### src/rtl/path_replayer.sv
// Records the maze solver's push/pop traffic as a mirror stack, then replays the
// surviving path in forward order (start to exit), one move per valid/ready handshake.
//
// state   | meaning
// CAPTURE | tracking solver push/pop into the mirror stack
// HOLD    | path frozen after done; waiting for run
// REPLAY  | presenting stored moves oldest-first
// FAILED  | solver gave up; only clear/rst leave this state
module path_replayer #(
  parameter int DEPTH  = 256,
  parameter int ADDR_W = 8
) (
  input  logic              clk,
  input  logic              rst,
  input  logic              clear,
  input  logic              push,
  input  logic [1:0]        push_val,
  input  logic              pop,
  input  logic              done,
  input  logic              fail,
  input  logic              run,
  input  logic              move_ready,
  output logic              move_valid,
  output logic [1:0]        move,
  output logic              replay_busy,
  output logic              replay_done,
  output logic              path_found,
  output logic              overflow,
  output logic [ADDR_W:0]   count
);

  typedef enum logic [1:0] {CAPTURE, HOLD, REPLAY, FAILED} state_t;

  localparam logic [ADDR_W:0] SP_ONE  = (ADDR_W+1)'(1);
  localparam logic [ADDR_W:0] SP_FULL = (ADDR_W+1)'(DEPTH);

  state_t            state_q, state_d;
  logic [ADDR_W:0]   sp_q, sp_d;
  logic [ADDR_W-1:0] rd_ptr_q, rd_ptr_d;
  logic [1:0]        move_q, move_d;
  logic              replay_done_q, replay_done_d;
  logic              path_found_q, path_found_d;
  logic              overflow_q, overflow_d;
  logic [1:0]        mem_q [DEPTH];

  logic              wr_en;
  logic [ADDR_W-1:0] wr_addr;
  logic [1:0]        wr_data;
  logic [ADDR_W:0]   sp_dec;
  logic [ADDR_W-1:0] rd_inc;
  logic              rd_last;

  assign sp_dec  = sp_q - SP_ONE;
  assign rd_inc  = rd_ptr_q + ADDR_W'(1);
  assign rd_last = ({1'b0, rd_ptr_q} == sp_dec);

  always_comb begin
    state_d       = state_q;
    sp_d          = sp_q;
    rd_ptr_d      = rd_ptr_q;
    move_d        = move_q;
    replay_done_d = 1'b0;
    path_found_d  = path_found_q;
    overflow_d    = overflow_q;
    wr_en         = 1'b0;
    wr_addr       = sp_q[ADDR_W-1:0];
    wr_data       = push_val;

    case (state_q)
      CAPTURE: begin
        // simultaneous push+pop replaces the top entry rather than growing the stack
        if (push && pop && (sp_q != '0)) begin
          wr_en   = 1'b1;
          wr_addr = sp_dec[ADDR_W-1:0];
        end else if (push) begin
          if (sp_q < SP_FULL) begin
            wr_en = 1'b1;
            sp_d  = sp_q + SP_ONE;
          end else begin
            overflow_d = 1'b1;
          end
        end else if (pop && (sp_q != '0)) begin
          sp_d = sp_dec;
        end

        if (done) begin
          state_d      = HOLD;
          path_found_d = 1'b1;
        end else if (fail) begin
          state_d = FAILED;
        end
      end

      HOLD: begin
        if (run) begin
          if (sp_q == '0) begin
            replay_done_d = 1'b1;
          end else begin
            state_d  = REPLAY;
            rd_ptr_d = '0;
            move_d   = mem_q[0];
          end
        end
      end

      REPLAY: begin
        if (move_ready) begin
          if (rd_last) begin
            state_d       = HOLD;
            replay_done_d = 1'b1;
          end else begin
            rd_ptr_d = rd_inc;
            move_d   = mem_q[rd_inc];
          end
        end
      end

      FAILED: begin
        path_found_d = 1'b0;
      end

      default: begin
        state_d = CAPTURE;
      end
    endcase
  end

  always_ff @(posedge clk) begin
    if (rst || clear) begin
      state_q       <= CAPTURE;
      sp_q          <= '0;
      rd_ptr_q      <= '0;
      move_q        <= 2'b00;
      replay_done_q <= 1'b0;
      path_found_q  <= 1'b0;
      overflow_q    <= 1'b0;
    end else begin
      state_q       <= state_d;
      sp_q          <= sp_d;
      rd_ptr_q      <= rd_ptr_d;
      move_q        <= move_d;
      replay_done_q <= replay_done_d;
      path_found_q  <= path_found_d;
      overflow_q    <= overflow_d;
    end
  end

  // buffer contents are left untouched by reset
  always_ff @(posedge clk) begin
    if (wr_en && !rst && !clear) begin
      mem_q[wr_addr] <= wr_data;
    end
  end

  assign move_valid  = (state_q == REPLAY);
  assign replay_busy = (state_q == REPLAY);
  assign move        = move_q;
  assign replay_done = replay_done_q;
  assign path_found  = path_found_q;
  assign overflow    = overflow_q;
  assign count       = sp_q;

endmodule

### config.mk
export PLATFORM = sky130hd
export DESIGN_NAME = path_replayer
export DESIGN_NICKNAME = d
export VERILOG_FILES = /design/src/rtl/path_replayer.sv
export SDC_FILE = /design/constraint.sdc
export NUM_CORES = 1
export LEC_CHECK = 0
export CAP_MARGIN = 5
export CORE_MARGIN = 2
export CORE_UTILIZATION = 30
export CTS_BUF_LIST = sky130_fd_sc_hd__clkbuf_8
export CTS_CLUSTER_SIZE = 12
export DETAILED_ROUTE_END_ITERATION = 12
export GPL_TIMING_DRIVEN = 0
export PLACE_DENSITY = 0.48
export SETUP_SLACK_MARGIN = 0.02
export SYNTH_ARGS = -nofsm -noshare
export SYNTH_HDL_FRONTEND = slang
export SYNTH_SLANG_ARGS = --single-unit
export TNS_END_PERCENT = 5
### constraint.sdc
create_clock -name clk -period 9.15 [get_ports clk]
set_input_delay 0.915 -clock clk [delete_from_list [all_inputs] [get_ports clk]]
set_output_delay 0.915 -clock clk [all_outputs]
set_load 0.05 [all_outputs]
==> run metrics <==
status finished clean; via count 14100; synth unique cells 70; Inst Count DP 2601; unrepaired setup endpoints after global routing no; Cells after Synth 1544; die area 78900 sq um; cell row count 101; Crit path max-delay family simple AND/OR/NAND/NOR gates; gr usage total 18.2%; Core ar. 75900 sq um; worst reg2reg path depth 11; sequential fraction of the synthesis area 68.9%; post-route ant nets 0; clk buf depth 3; Initial DRC Count 1435; Slowest cell on crit path nand2_1; nets 1682; area grow syn2layout 14.0%; Remaining Overflow, GRT 0; Mean Syn Cell Area 14.9 sq um; syn nets 1564; antenna violations before repair 1; most frequent cells in the layout 512 x edfxtp_1, 300 x nor2_1, 179 x nand2_1, 116 x mux4_2, 89 x clkbuf_8; # DRC 0; Levels on crit path 11; reg-to-reg critical path endpoint mem_q[54][1]; clock-pin slew on the worst setup and hold paths 0.06 ns; Setup Buffers After CTS 0; post-CTS sizing 0; Startpoint Class flip-flop; Least-Margin Pin Slew 1.13 ns; skew final 0.0305 ns; fin area 26200 sq um; CP peak stage delay 0.66 ns; CP arrival 4.97 ns; number of enable flip-flop cells after synthesis 512; Routed WL per cell 25.9 um; #FFs+latches synth 536; crit path to mem_q[54][1]; post-synthesis cell area 23000 sq um; CP Class reg2reg; Critical path buffers and inverters 4; First-pass DRT Iterations 8; overall routed net length 71600 um; CP max FO 10; Finish-stage setup viols 0; starting density of the core 30.3%; Worst VDD drop 0.0869 mV; Final Hold Vio Count 0; fin. max-slew vios 0; worst reg-to-reg setup slack 4.55 ns; Final period util 50.3%; vias in the first global route 14600; crit end category flip-flop; maximum clock rate 0.217 GHz; port bufs 25; dpl cell area 24600 sq um; DPL Wire Length 46500 um; DIE WIDTH 281 um; Tmin final 4.60 ns; Hold-fix buffers, CTS 0; commonest non-fill, non-tap cell in the layout edfxtp_1; later-pin clock latency in the skew report 0.70 ns; worst r2r src count[0]; cts bufs inserted 88; Yosys warning count 0; Critical path origin count[0]; Pleak 8.01 nW; Most used DFF post-synth edfxtp_1; Post-Layout Cell Count 2766; Clock Tree Root clkbuf_8; crit path cell chain buf_2 > clkinv_1 > ha_1 > nor4b_1 > a211o_1 > buf_2 > nand2_1 > o21ai_0 > nand2_1 > clkbuf_1 > nor2_1; total clock sinks 536; Hold WC Path Type reg2reg; ys async rst share 0%; H-tree depth 3; global-route wire length before repair 103000 um; largest net degree at the start of global routing 150; CTS tree yes; layout cells sized above 1 17.9%; chip height 281 um; PD cells 190 nW/um^2; Slew Limit Headroom 24.6%; gpl congestion 0.857; io pins 27; via/cell ratio 5.11; max cap viols 0; CP required 9.52 ns
worst min-delay path, stage by stage, from the launching register on:
cell     delay, ns
dfxtp_1       0.31
nand2_1       0.05
a21oi_1       0.05
flip-flops by register name, indices dropped and copies added (netlist names):
name / flops
count: 9
move: 2
path_found: 1
mem_q: 512
replay_done: 1
overflow: 1
state_q: 2
rd_ptr_q: 8
stage by stage:
| step | TNS (ns) | hold WS [ns] | power (mW) | setup WS, ns | util, % |
|---|---|---|---|---|---|
| floorplan | 0 | 0.498 | 2.92 | 5.73 | - |
| global placement | -41.85 | 0.462 | 3.09 | -0.159 | 32.3 |
| detailed placement | 0 | 0.455 | 3.07 | 4.59 | 32.4 |
| CTS | 0 | 0.464 | 5.03 | 4.68 | 34.5 |
| global route | 0 | 0.493 | 5.16 | 4.34 | 34.6 |
| finish | 0 | 0.458 | 4.99 | 4.55 | 34.6 |
synthesized netlist by cell type, types with 9 or more instances:
library cell  number  area [sq um]
edfxtp_1         512         15400
nor2_1           300          1130
nand2_1          179           672
mux4_2           116          2610
buf_2             49           245
clkbuf_1          47           176
nand3_1           42           210
mux2i_1           31           310
a21oi_1           24           120
dfxtp_1           24           480
o21ai_0           20           100
a32oi_1           18           158
xnor2_1           16           140
inv_1             14          52.6
nand4_1           13          81.3
a31oi_1           10          62.6
xor2_1            10          87.6
ha_1               9           113
worst min-delay path by stage:
stage	start	to	slack, ns	depth (start not counted)
after floorplan	state_q[0]	state_q[0]	0.50	2
after global placement	path_found	path_found	0.46	2
after detailed placement	path_found	path_found	0.45	2
after CTS	path_found	path_found	0.46	2
after global routing	path_found	path_found	0.49	2
final	path_found	path_found	0.46	2
per-layer routing:
layer | wire length [um] | track usage (%) | vias to the layer above
met5 | 0 | 0 | -
met4 | 1860 | 5.99 | 0
met3 | 4300 | 2.49 | 106
met2 | 35100 | 30.9 | 540
met1 | 30300 | 24.2 | 7364
li1 | - | - | 6116
cell type report:
class / count / area (sq um)
clock inverters: 74 / 387
repair buffers: 28 / 330
clock buffers: 89 / 1220
inverters: 16 / 60.1
flip-flops and latches: 536 / 15900
plain buffers: 107 / 512
multi-input cells: 885 / 6590
well taps: 1030 / 1290
fillers: 7339 / 49700
diodes: 1 / 2.50
where the power goes:
group          leakage (nW)  switching, mW  internal [mW]
logic                  2.32          0.232         0.0893
registers              4.79        0.00425           2.69
clock network         0.889          0.997          0.972
logic make-up (layout without fill, tap and decap cells):
| kind of cell | count (synthesis) | in the layout | share of synthesized area, % |
|---|---|---|---|
| other | 0 | 1 | 0 |
| flip-flops | 536 | 536 | 68.9 |
| multiplexers | 148 | 148 | 12.7 |
| adder cells (fa/ha/maj) | 9 | 9 | 0.489 |
| AO/OA/AOI/OAI | 122 | 122 | 3.72 |
| AND/OR/NAND/NOR | 578 | 578 | 10.5 |
| XOR/XNOR | 28 | 28 | 1.16 |
| buffers and inverters | 123 | 314 | 2.48 |
Power figures use the tool's default switching activity.
